**src/rtl/lock_pkg.sv**
```systemverilog
// Shared types and constants for the keypad code-lock controller.
package lock_pkg;

    typedef enum logic [1:0] {
        ENTRY    = 2'd0,
        UNLOCKED = 2'd1,
        LOCKOUT  = 2'd2
    } lock_state_t;

    localparam int unsigned KEY_ENTER   = 0;
    localparam int unsigned KEY_ADMIN   = 8;
    localparam int unsigned KEY_CLEAR   = 12;
    localparam logic [3:0]  BLANK_DIGIT = 4'hF;

    // Returns {valid, bcd}; valid is set only for the ten digit keys.
    function automatic logic [4:0] key_to_bcd(input logic [15:0] key);
        logic [4:0] res;
        res = 5'b0;
        case (key)
            16'h0008: res = {1'b1, 4'd0};
            16'h0080: res = {1'b1, 4'd1};
            16'h0040: res = {1'b1, 4'd2};
            16'h0020: res = {1'b1, 4'd3};
            16'h0800: res = {1'b1, 4'd4};
            16'h0400: res = {1'b1, 4'd5};
            16'h0200: res = {1'b1, 4'd6};
            16'h8000: res = {1'b1, 4'd7};
            16'h4000: res = {1'b1, 4'd8};
            16'h2000: res = {1'b1, 4'd9};
            default:  res = 5'b0;
        endcase
        return res;
    endfunction

endpackage

```
**src/rtl/beep_gen.sv**
```systemverilog
// Buzzer pattern generator: square wave of half-period TONE_DIV for a loaded
// number of cycles, built from two down-counters with terminal-count compare.
module beep_gen #(
    parameter int unsigned TONE_DIV = 50000,
    parameter int unsigned DUR_W    = 24
) (
    input  logic             clk,
    input  logic             rst_n,
    input  logic             start,
    input  logic [DUR_W-1:0] dur,
    input  logic             stop,
    output logic             buzzer,
    output logic             active
);

    localparam int unsigned      TONE_W    = (TONE_DIV > 1) ? $clog2(TONE_DIV) : 1;
    localparam logic [TONE_W-1:0] TONE_LOAD = TONE_W'(TONE_DIV - 1);

    logic [DUR_W-1:0]  dur_q, dur_d;
    logic [TONE_W-1:0] tone_q, tone_d;
    logic              buzzer_q, buzzer_d;
    logic              active_q, active_d;

    always_ff @(posedge clk or negedge rst_n) begin
        if (!rst_n) begin
            dur_q    <= '0;
            tone_q   <= '0;
            buzzer_q <= 1'b0;
            active_q <= 1'b0;
        end else begin
            dur_q    <= dur_d;
            tone_q   <= tone_d;
            buzzer_q <= buzzer_d;
            active_q <= active_d;
        end
    end

    always_comb begin
        dur_d    = dur_q;
        tone_d   = tone_q;
        buzzer_d = buzzer_q;
        active_d = active_q;
        if (stop) begin
            dur_d    = '0;
            tone_d   = '0;
            buzzer_d = 1'b0;
            active_d = 1'b0;
        end else if (start) begin
            dur_d    = dur;
            tone_d   = TONE_LOAD;
            buzzer_d = 1'b1;
            active_d = 1'b1;
        end else if (active_q) begin
            // dur_q==1 marks the last cycle of the beep
            if (dur_q == DUR_W'(1)) begin
                dur_d    = '0;
                tone_d   = '0;
                buzzer_d = 1'b0;
                active_d = 1'b0;
            end else begin
                dur_d = dur_q - DUR_W'(1);
                if (tone_q == '0) begin
                    tone_d   = TONE_LOAD;
                    buzzer_d = ~buzzer_q;
                end else begin
                    tone_d = tone_q - TONE_W'(1);
                end
            end
        end
    end

    assign buzzer = buzzer_q;
    assign active = active_q;

endmodule

```
**src/rtl/keypad_lock_ctrl.sv**
```systemverilog
// Keypad code lock: assembles a BCD code from key presses, checks it on ENTER,
// counts failures up to lockout and drives key-click / fail buzzer patterns.
//
//   state    | meaning
//   ENTRY    | collecting digits, ENTER compares against PASSWORD
//   UNLOCKED | code accepted, display shows PASS_GLYPH, CLEAR relocks
//   LOCKOUT  | too many failures, only ADMIN is honoured
module keypad_lock_ctrl
    import lock_pkg::*;
#(
    parameter int unsigned         DIGITS           = 3,
    parameter logic [4*DIGITS-1:0] PASSWORD         = 12'h246,
    parameter int unsigned         MAX_TRIES        = 6,
    parameter int unsigned         TONE_DIV         = 50000,
    parameter int unsigned         KEY_BEEP_CYCLES  = 2_000_000,
    parameter int unsigned         FAIL_BEEP_CYCLES = 10_000_000,
    parameter logic [3:0]          PASS_GLYPH       = 4'hA
) (
    input  logic                  clk,
    input  logic                  rst_n,
    input  logic [15:0]           key_onehot,
    output logic [4*DIGITS-1:0]   disp,
    output logic [3:0]            entry_cnt,
    output logic [3:0]            tries,
    output logic                  unlocked,
    output logic                  locked_out,
    output logic                  buzzer
);

    localparam int unsigned MAX_BEEP = (KEY_BEEP_CYCLES > FAIL_BEEP_CYCLES) ?
                                       KEY_BEEP_CYCLES : FAIL_BEEP_CYCLES;
    localparam int unsigned DUR_W    = $clog2(MAX_BEEP + 1);

    localparam logic [DUR_W-1:0]    KEY_DUR   = DUR_W'(KEY_BEEP_CYCLES);
    localparam logic [DUR_W-1:0]    FAIL_DUR  = DUR_W'(FAIL_BEEP_CYCLES);
    localparam logic [3:0]          DIGITS_N  = 4'(DIGITS);
    localparam logic [3:0]          TRIES_MAX = 4'(MAX_TRIES);
    localparam logic [4*DIGITS-1:0] BLANK_ALL = {DIGITS{BLANK_DIGIT}};
    localparam logic [4*DIGITS-1:0] GLYPH_ALL = {DIGITS{PASS_GLYPH}};

    lock_state_t         state_q, state_d;
    logic [4*DIGITS-1:0] disp_q, disp_d;
    logic [3:0]          cnt_q, cnt_d;
    logic [3:0]          tries_q, tries_d;
    logic [15:0]         prev_key_q;
    logic                fail_q, fail_d;

    logic       key_single, press;
    logic [4:0] dec;
    logic [3:0] tries_inc;
    logic       key_beep, fail_beep, beep_stop, beep_start, beep_active;
    logic [DUR_W-1:0] beep_dur;

    always_ff @(posedge clk or negedge rst_n) begin
        if (!rst_n) begin
            state_q    <= ENTRY;
            disp_q     <= BLANK_ALL;
            cnt_q      <= '0;
            tries_q    <= '0;
            prev_key_q <= '0;
            fail_q     <= 1'b0;
        end else begin
            state_q    <= state_d;
            disp_q     <= disp_d;
            cnt_q      <= cnt_d;
            tries_q    <= tries_d;
            prev_key_q <= key_onehot;
            fail_q     <= fail_d;
        end
    end

    // A press is a clean one-hot vector following an all-released sample.
    assign key_single = (key_onehot != '0) && ((key_onehot & (key_onehot - 16'd1)) == '0);
    assign press      = key_single && (prev_key_q == '0);
    assign dec        = key_to_bcd(key_onehot);
    assign tries_inc  = (tries_q < TRIES_MAX) ? tries_q + 4'd1 : tries_q;

    always_comb begin
        state_d   = state_q;
        disp_d    = disp_q;
        cnt_d     = cnt_q;
        tries_d   = tries_q;
        key_beep  = 1'b0;
        fail_beep = 1'b0;
        beep_stop = 1'b0;
        if (press) begin
            if (key_onehot[KEY_ADMIN]) begin
                state_d   = ENTRY;
                disp_d    = BLANK_ALL;
                cnt_d     = '0;
                tries_d   = '0;
                beep_stop = 1'b1;
            end else begin
                case (state_q)
                    ENTRY: begin
                        if (dec[4]) begin
                            if (cnt_q < DIGITS_N) begin
                                disp_d      = disp_q << 4;
                                disp_d[3:0] = dec[3:0];
                                cnt_d       = cnt_q + 4'd1;
                                key_beep    = 1'b1;
                            end
                        end else if (key_onehot[KEY_ENTER] && (cnt_q == DIGITS_N)) begin
                            if (disp_q == PASSWORD) begin
                                state_d  = UNLOCKED;
                                disp_d   = GLYPH_ALL;
                                tries_d  = '0;
                                key_beep = 1'b1;
                            end else begin
                                disp_d    = BLANK_ALL;
                                cnt_d     = '0;
                                tries_d   = tries_inc;
                                fail_beep = 1'b1;
                                if (tries_inc == TRIES_MAX) begin
                                    state_d = LOCKOUT;
                                    disp_d  = '0;
                                end
                            end
                        end else if (key_onehot[KEY_CLEAR]) begin
                            disp_d = BLANK_ALL;
                            cnt_d  = '0;
                        end
                    end
                    UNLOCKED: begin
                        if (key_onehot[KEY_CLEAR]) begin
                            state_d = ENTRY;
                            disp_d  = BLANK_ALL;
                            cnt_d   = '0;
                        end
                    end
                    LOCKOUT: begin
                    end
                    default: state_d = ENTRY;
                endcase
            end
        end
    end

    // A running fail beep swallows key-click requests instead of being cut short.
    always_comb begin
        beep_start = fail_beep || (key_beep && !(fail_q && beep_active));
        beep_dur   = fail_beep ? FAIL_DUR : KEY_DUR;
        fail_d     = fail_q;
        if (beep_stop) begin
            fail_d = 1'b0;
        end else if (fail_beep) begin
            fail_d = 1'b1;
        end else if (beep_start) begin
            fail_d = 1'b0;
        end
    end

    beep_gen #(
        .TONE_DIV (TONE_DIV),
        .DUR_W    (DUR_W)
    ) u_beep (
        .clk    (clk),
        .rst_n  (rst_n),
        .start  (beep_start),
        .dur    (beep_dur),
        .stop   (beep_stop),
        .buzzer (buzzer),
        .active (beep_active)
    );

    assign disp       = disp_q;
    assign entry_cnt  = cnt_q;
    assign tries      = tries_q;
    assign unlocked   = (state_q == UNLOCKED);
    assign locked_out = (state_q == LOCKOUT);

endmodule

```
**config.mk**
```make
export PLATFORM = sky130hd
export DESIGN_NAME = keypad_lock_ctrl
export DESIGN_NICKNAME = d
export VERILOG_FILES = /design/src/rtl/lock_pkg.sv /design/src/rtl/beep_gen.sv /design/src/rtl/keypad_lock_ctrl.sv
export SDC_FILE = /design/constraint.sdc
export NUM_CORES = 1
export LEC_CHECK = 0
export BUFFER_PORTS_ARGS = -buffer_cell sky130_fd_sc_hd__buf_4
export CORE_MARGIN = 3
export CORE_UTILIZATION = 50
export DETAILED_ROUTE_END_ITERATION = 12
export GPL_TIMING_DRIVEN = 0
export PLACE_DENSITY = 0.78
export SYNTH_ARGS = -nofsm -noshare
export SYNTH_HDL_FRONTEND = slang
export SYNTH_SLANG_ARGS = --single-unit
```
**constraint.sdc**
```tcl
create_clock -name clk -period 6.42 [get_ports clk]
set_clock_uncertainty 0.1 [all_clocks]
set_input_delay 0.642 -clock clk [delete_from_list [all_inputs] [get_ports clk]]
set_output_delay 0.642 -clock clk [all_outputs]
set_load 0.05 [all_outputs]
```
# Word level (Yosys, flattened, before mapping)
# Index checks and enable logic that the tools add are counted.
[totals]
reg_bits = 81
inputBits = 18
output_inout_bits = 23
word_cells = 132
[classes]
addsub = 5
n_lt_le_gt_ge = 2
eq_ne = 24
muxes = 66
bitwise = 2
reduce_logical = 23
[ops]
columns = ["op", "count"]
rows = [
  ["$mux 24", 5],
  ["$mux 12", 7],
  ["$mux 16", 5],
  ["$pmux 5 s10", 1],
  ["$logic_not 16->1", 3],
  ["$mux 4", 12],
  ["$sub 16x1->16 const B", 2],
  ["$mux 1", 27],
  ["$eq 24x1->1 const B", 1],
  ["$pmux 12 s2", 1],
  ["$sub 24x1->24 const B", 1],
  ["$and 16x16->16", 1],
  ["$eq 16x10->1 const B", 1],
  ["$eq 16x11->1 const B", 1],
  ["$eq 16x12->1 const B", 1],
  ["$eq 16x14->1 const B", 1],
  ["$eq 16x15->1 const B", 1],
  ["$eq 16x16->1 const B", 1],
  ["$eq 16x4->1 const B", 1],
  ["$eq 16x6->1 const B", 1],
  ["$eq 16x7->1 const B", 1],
  ["$eq 16x8->1 const B", 1],
  ["$reduce_bool 16->1", 1],
  ["$eq 12x10->1 const B", 1],
  ["26 further kinds", 44],
]

# Longest topological paths before layout
# Gate-level depths: netlist (run 1).
[depth]
depth_word = 12
ltp_mapped = 11
mapped_depth_nobuf = 8

# Modules after synthesis
# Synthesis (run 1) repeated with hierarchy kept, for this count alone.
[hier_totals]
cells_unflattened = 591
hier_area_um2 = 5195.0
[by_module_without_submodules]
columns = ["module", "instances", "cells_per_inst", "area_per_inst_um2", "seq_area_each_um2"]
rows = [
  ["beep_gen", 1, 317, 2710.1, 1051.0],
  ["keypad_lock_ctrl", 1, 274, 2484.9, 991.0],
]

# Least setup slack after synthesis (run 1)
# Ideal clock, no wire load.
[synth_path]
path_type = "input to register"
startpoint = "in key_onehot[8]"
endpoint = "reg u_beep.dur_q[12]"
setup_ns = 0.126
arrival_time_ns = 2.880
t_required_ns = 6.194
setup_slack_ns = 3.314
path_stages = 8
n_path_buf = 1
path_cell_list = "buf_2 > or4_4 > nor2_2 > nand2_4 > a2111oi_4 > o311ai_4 > and2_1 > a221o_1"
[synth_between]
elab_chain_cells = 10
[synth_lines]
columns = ["item", "line_no", "source"]
rows = [
  ["start: declaration", "keypad_lock_ctrl.sv:21", "input logic [15:0] key_onehot,"],
  ["$sub 16x1->16, or another cell as far along", "keypad_lock_ctrl.sv:73", "assign key_single = (key_onehot != '0) && ((key_onehot & (key_onehot - 16'd1)) == '0);"],
  ["$and 16x16->16 / $pmux 5 s10 (equally long branches)", "keypad_lock_ctrl.sv:73, lock_pkg.sv:19", ""],
  ["$logic_not 16->1 / $mux 1 (equally long branches)", "keypad_lock_ctrl.sv:73, keypad_lock_ctrl.sv:96", ""],
  ["$logic_and 1x1->1 / $mux 1 (equally long branches)", "keypad_lock_ctrl.sv:73, keypad_lock_ctrl.sv:94", ""],
  ["$logic_and 1x1->1 / $mux 1 (equally long branches)", "keypad_lock_ctrl.sv:74, keypad_lock_ctrl.sv:87", ""],
  ["$mux 1", "keypad_lock_ctrl.sv:86", "if (press) begin"],
  ["$logic_and 1x1->1", "keypad_lock_ctrl.sv:141", "beep_start = fail_beep || (key_beep && !(fail_q && beep_active));"],
  ["$logic_or 1x1->1", "keypad_lock_ctrl.sv:141", ""],
  ["$mux 24", "beep_gen.sv:48", "end else if (start) begin"],
  ["$mux 24", "beep_gen.sv:43", "if (stop) begin"],
  ["end signal: assignment", "beep_gen.sv:31", "dur_q <= dur_d;"],
  ["end: declaration", "beep_gen.sv:19", "logic [DUR_W-1:0] dur_q, dur_d;"],
]
# Several ways; a longest one is shown, not always the timed one.
# A chain may end at the register's enable or synchronous reset.

# Final worst setup path (run 1)
[layout_path]
startpoint = "reg u_beep.dur_q[18]"
endpoint = "reg u_beep.tone_q[12]"
[layout_between]
elab_chain_cells = 5
[layout_lines]
columns = ["item", "line_no", "source"]
rows = [
  ["$eq 24x1->1", "beep_gen.sv:55", "if (dur_q == DUR_W'(1)) begin"],
  ["$mux 16", "beep_gen.sv:55", ""],
  ["$mux 16", "beep_gen.sv:53", "end else if (active_q) begin"],
  ["$mux 16", "beep_gen.sv:48", ""],
  ["$mux 16", "beep_gen.sv:43", ""],
  ["end signal: assignment", "beep_gen.sv:32", "tone_q <= tone_d;"],
  ["end: declaration", "beep_gen.sv:20", "logic [TONE_W-1:0] tone_q, tone_d;"],
]
# No other way between the ends. The select of a mux whose other input is x is not followed.

==> metrics, run 1 <==
Die W approximately 110 um; Area Growth Syn to Fin 12.39%; overall power 910.2 uW; Final Hold Fails 0; asr flop ratio synth 1.000; Core Area about 0.0098 mm2; Fin Hold WS about 0.28 ns; Post-Syn Instances 564; clk buf depth 2; final slew viol count 0; Initial Utilization 0.5172; Final Cycle Share 0.5254; worst path cell trace or4_1, or4_1, nor4_2, o21ai_1, clkbuf_1, nand3b_1, mux2i_1; Slowest cell on crit path nor4_2; Post-synth EDFFs 0; count of different cell masters after synthesis just under 80; Die Y approximately 110 um; DP Worst Slack between 2 and 3 ns; crit path launch type register; max incr delay on CP approximately 0.71 ns; Max FO, Critical Path 10; H-tree depth 3; Mapped Avg Cell Area around 9.0 um2; DR iter-0 viols roughly 350; synth warn 0; dpl hpwl ~9400 um; Post-synth top cells dfrtp_1, a21oi_1, nor2_1, nand2_1, nor3_1; most used cell, CP or4_1; cell taking the most area after synthesis dfrtp_1; initial antenna violation count 0; drc violations 0; final setup TNS 0 ns; first-pass GRT wire length 22,000 um; WS Path Type register to register; num ports 41; MaxCap Viol Count 0; fin crit period 3.373 ns; most common cell in the netlist dfrtp_1; die area roughly 0.011 mm2; worst min path class input pin to register; sequential share of the synthesized area 0.4021; Post-layout nets 639; Yosys top cell area share 0.3400; ranking of synthesized cells by area dfrtp_1, dfstp_2, a21oi_1, nor2_1, nand2_1; syn nets ~590; placed cells 737; Root Driver clkbuf_8; Pleak between 2 and 2.5 nW; Post-Layout Cell Count ~750; routed wire length roughly 13,000 um; slew margin rel. 0.1610; CP Capture Type register; CTS tree done; Global Route Usage Sum 0.2359; GRT overflow 0; FILL cells approximately 910; maximum vdd drop between 0.15 and 0.2 mV; setup violators final 0; Power Density between 150 and 200 mW/mm2; largest net degree at the start of global routing 82; IO buf count 40; Initial DRT Pass Iterations 6; Max Freq approximately 0.3 GHz; crit path DAT ~3.5 ns; Site Rows 36; TritonCTS sink count between 80 and 90; flops & latches, synth 81; post-route setup slack approximately 3.0 ns; Worst-Margin Slew approximately 1.2 ns; share of cells above drive strength 1 0.1710; status finished, final reports clean; Ant. Diodes 0; Resized cells post-CTS 0; Post-CTS Hold Fix Bufs 0; Vias ~4,800; drt wl/cell 17.63 um; WP data required 6.56 ns; worst skew pair latency 0.37 ns; RSZ-0062 raised after global routing false; Reg clk slew, reported paths 0.10 ns; vias per inst around 6.3; clock buffer count from CTS 9; Placer Congestion approximately 0.94; Cell Area, Synth just over 0.005 mm2; number of setup buffers added after CTS 0; vias in the first global route roughly 4,600; Primary FF master, synth dfrtp_1; DRT antenna net count 0
## area by class of cell
cell class | instances | area (um2) | area share
multi-input combinational | 441 | 2854 | 0.5000
sequential | 81 | 2042 | 0.3577
timing repair buffer | 40 | 300.3 | 0.05261
tap | 133 | 166.4 | 0.02915
buffer | 31 | 141.4 | 0.02477
clock buffer | 10 | 127.6 | 0.02236
inverter | 11 | 41.29 | 0.007234
clock inverter | 6 | 35.03 | 0.006138
## worst max-delay path, delay by kind of cell, from the launching register on
kind / cells / cell delay (ns)
AO/OA/AOI/OAI: 1 / 0.34
buffers and inverters: 1 / 0.31
flip-flops: 1 / 0.44
multiplexers: 1 / 0.08
AND/OR/NAND/NOR: 4 / 1.96
## cell usage in the layout (no fill, tap or decap), types with 7 or more instances in the layout
master    count
a211o_1      11
a21oi_1      60
a31oi_1      15
and3_1       10
buf_2        11
buf_4        41
clkbuf_1     18
clkbuf_8      9
dfrtp_1      69
dfstp_2      12
inv_1        11
mux2i_1       8
nand2_1      44
nand3_1      24
nand3b_1      8
nand4_1       7
nor2_1       45
nor3_1       29
nor4_1       11
o21ai_0      26
or3_1         7
or4_1         9
xnor2_1      13
## layer usage
layer | GRT usage | up-vias | share of wire
met5 | 0 | - | 0
met4 | 0.08676 | 0 | 0.021
met3 | 0.03371 | 37 | 0.061
met2 | 0.4033 | 219 | 0.49
met1 | 0.3044 | 2263 | 0.43
li1 | - | 2248 | -
## cells by family (layout without fill, tap and decap cells)
| kind of cell | Yosys count | after routing | synth area share |
|---|---|---|---|
| DFF | 81 | 81 | 0.4021 |
| muxes | 10 | 10 | 0.02020 |
| AOI/OAI and AO/OA | 171 | 171 | 0.2377 |
| buffers and inverters | 42 | 98 | 0.03597 |
| adders and majority gates | 7 | 7 | 0.01675 |
| xor gates and xnor gates | 19 | 19 | 0.03277 |
| and+or+nand+nor | 234 | 234 | 0.2545 |
## power by group
group          leakage, nW  switching [mW]  internal, mW
sequential           0.912         0.00142         0.515
combinational         1.22          0.0403        0.0219
clock               0.0901           0.192         0.139
## final timing paths
kind / from / to / slack, ns / depth (start not counted)
min in group asynchronous: rst_n / prev_key_q[1] / 0.32 / 1
setup reg to reg: u_beep.dur_q[18] / u_beep.tone_q[12] / 3.05 / 7
hold / removal: key_onehot[5] / prev_key_q[5] / 0.28 / 1
hold reg to reg: fail_q / fail_q / 0.42 / 2
max in group asynchronous: rst_n / u_beep.active / 5.20 / 1
setup / recovery: u_beep.dur_q[18] / u_beep.tone_q[12] / 3.05 / 7
## through the flow
stage                 util  instance area [um2]
detailed placement  0.5647                 5545
finish              0.5813                 5708
CTS                 0.5813                 5708
floorplan                -                 5079
global route        0.5813                 5708
global placement    0.5647                 5545
## sequential cells by signal, summed over array words and instances (netlist names)
signal         count
u_beep.dur_q      24
prev_key_q        16
u_beep.tone_q     16
disp              12
entry_cnt          4
tries              4
state_q            2
fail_q             1
u_beep.active      1
u_beep.buzzer      1
(Power assumes the default switching activity.)
==> run 2: changes to the inputs <==
==> constraint.sdc (replaced) <==
create_clock -name clk -period 3.13 [get_ports clk]
set_clock_uncertainty 0.1 [all_clocks]
set_input_delay 0.313 -clock clk [delete_from_list [all_inputs] [get_ports clk]]
set_output_delay 0.313 -clock clk [all_outputs]
set_load 0.05 [all_outputs]
==> run 2 against run 1 <==
Net effect: the flow now finishes with violations (negative hold slack); clock power increased by 100%; critical path depth decreased by 1; routed wire length increased by 2.6%; sequential share of layout area decreased by 1.3 points; flip-flop and latch count unchanged; hold slack got worse by 0.28 ns; total power increased by 110%; non-clock buffer count increased by 15; via count increased by 0.88%; register-to-register slack got worse by 2.9 ns; combinational power increased by 120%.
==> metrics, run 2 (synthesized netlist as in run 1, its figures left out) <==
Largest Register u_beep.dur_q (unchanged); violated checks negative hold slack; vias per inst 6.262 (was 6.331); Max Freq 0.3307 GHz (was 0.2964 GHz); Root Driver clkbuf_8 (unchanged); Area Growth Syn to Fin 16.53% (was 12.39%); Post-layout nets 654 (was 639); Die Y 106.8 um (unchanged); dpl hpwl 9396 um (unchanged); Initial DRT Pass Iterations 7 (was 6); Vias 4,809 (was 4,767); maximum vdd drop 0.3210 mV (was 0.1574 mV); die area 0.01140 mm2 (unchanged); max incr delay on CP 0.64 ns (was 0.71 ns); Initial Utilization 0.5172 (unchanged); most frequent cells in the layout dfrtp_1, a21oi_1, buf_4 (was dfrtp_1, a21oi_1, nor2_1); H-tree depth 3 (unchanged); drt wl/cell 17.74 um (was 17.63 um); DRT antenna net count 0 (unchanged); crit path DAT 3.16 ns (was 3.51 ns); Pleak 2.313 nW (was 2.225 nW); Placer Congestion 0.9396 (unchanged); worst path cell trace or4_1, or4_1, or4_4, nand4_1, a221oi_1, a311o_1 (was or4_1, or4_1, nor4_2, o21ai_1, clkbuf_1, nand3b_1, mux2i_1); Site Rows 36 (unchanged); Final Cycle Share 0.9661 (was 0.5254); most used cell, CP or4_1 (unchanged); DP Worst Slack -0.2152 ns (was 2.746 ns); Final Hold Fails 2 (was 0); worst reg2reg path depth 6 (was 7); r2r endpoint u_beep.dur_q[9] (was u_beep.tone_q[12]); first-pass GRT wire length 22,490 um (was 22,000 um); Global Route Usage Sum 0.2416 (was 0.2359); DR iter-0 viols 381 (was 353); flop-to-flop setup slack 0.11 ns (was 3.05 ns); largest registers u_beep.dur_q x24, prev_key_q x16, u_beep.tone_q x16 (unchanged); IO buf count 40 (unchanged); TritonCTS sink count 81 (unchanged); GRT overflow 0 (unchanged); post-route setup slack 0.1061 ns (was 3.047 ns); Fin Hold WS -0.0001763 ns (was 0.2844 ns); WS Path Type register to register (unchanged); r2r startpoint u_beep.dur_q[18] (unchanged); clock buffer count from CTS 9 (unchanged); Worst-Margin Slew 1.227 ns (was 1.242 ns); WP data required 3.26 ns (was 6.56 ns); Finished Cell Area 0.005918 mm2 (was 0.005708 mm2); worst path buffer plus inverter count 0 (was 1); CP Capture Type register (unchanged); largest net degree at the start of global routing 82 (unchanged); setup violators final 0 (unchanged); worst min path class input pin to async pin (was input pin to register); Max FO, Critical Path 7 (was 10); drc violations 0 (unchanged); share of cells above drive strength 1 0.1874 (was 0.1710); final slew viol count 0 (unchanged); initial antenna violation count 0 (unchanged); max reg flops 24 (unchanged); num ports 41 (unchanged); Core Area 0.009819 mm2 (unchanged); slew margin rel. 0.1711 (was 0.1610); commonest non-fill, non-tap cell in the layout dfrtp_1 (unchanged); MaxCap Viol Count 0 (unchanged); Slowest cell on crit path or4_4 (was nor4_2); routed wire length 13,630 um (was 13,280 um); overall power 1.873 mW (was 910.2 uW); Power Density 316.5 mW/mm2 (was 159.5 mW/mm2); Ant. Diodes 0 (unchanged); worst skew pair latency 0.36 ns (was 0.37 ns); crit path launch type register (unchanged); Reg clk slew, reported paths 0.09 ns (was 0.10 ns); fin crit period 3.024 ns (was 3.373 ns); status finished, violations left (was finished, final reports clean); Die W 106.8 um (unchanged); kind of cell adding the most delay to the critical path simple AND/OR/NAND/NOR gates (unchanged); CTS tree done (unchanged); DP Area 0.005545 mm2 (unchanged); clk buf depth 2 (unchanged); vias in the first global route 4,729 (was 4,641)
==> run 2: final cells by class <==
cell class                      instances  area [um2]
Tap cell                              133       166.4
Inverter                               11       41.29
Clock inverter                          6       35.03
Buffer                                 30       137.6
Multi-Input combinational cell        441        2920
Clock buffer                           10       127.6
Sequential cell                        81        2042
Timing Repair Buffer                   56       447.9
Fill cell                             874        3901
==> run 2: worst max path at each step <==
stage / cells past startpoint / start / slack [ns] / end
finish: 6 / u_beep.dur_q[18] / 0.11 / u_beep.dur_q[9]
global route: 9 / disp[2] / -0.06 / u_beep.tone_q[5]
CTS: 7 / u_beep.dur_q[18] / 0.01 / u_beep.dur_q[9]
detailed placement: 11 / key_onehot[3] / -0.22 / u_beep.tone_q[13]
global placement: 9 / key_onehot[3] / -0.18 / u_beep.tone_q[8]
floorplan: 9 / disp[9] / 0.19 / u_beep.tone_q[13]
==> run 2: what timing repair did <==
action / 4_1_cts / 5_1_grt
pin swaps: 2 / 1
setup buffers: 3 / 2
hold endpoints to repair: 11 / 0
resized for setup: 2 / 9
hold buffers: 11 / 0
setup endpoints to repair: 24 / 43
==> run 2: metal layers <==
metal / GRT usage / share of wire
met2: 0.4146 / 0.50
met5: 0 / 0
met1: 0.3127 / 0.44
met3: 0.03432 / 0.052
met4: 0.08402 / 0.016
==> run 2: where the power goes <==
| part | internal (mW) | leakage (nW) | switching, mW |
|---|---|---|---|
| Combinational | 0.0541 | 1.31 | 0.0854 |
| Clock | 0.285 | 0.0901 | 0.389 |
| Sequential | 1.06 | 0.912 | 0.00309 |
| Total | 1.40 | 2.31 | 0.478 |
==> run 2: stage by stage <==
step                std cells  hold WS, ns  setup TNS, ns    util
floorplan                 564     -0.08259              0       -
global placement          737       0.3325         -4.511  0.5647
detailed placement        737       0.3330         -5.828  0.5647
CTS                       767    0.0001229              0  0.5959
global route              768     0.001815       -0.08786  0.6027
finish                    768   -0.0001763              0  0.6027
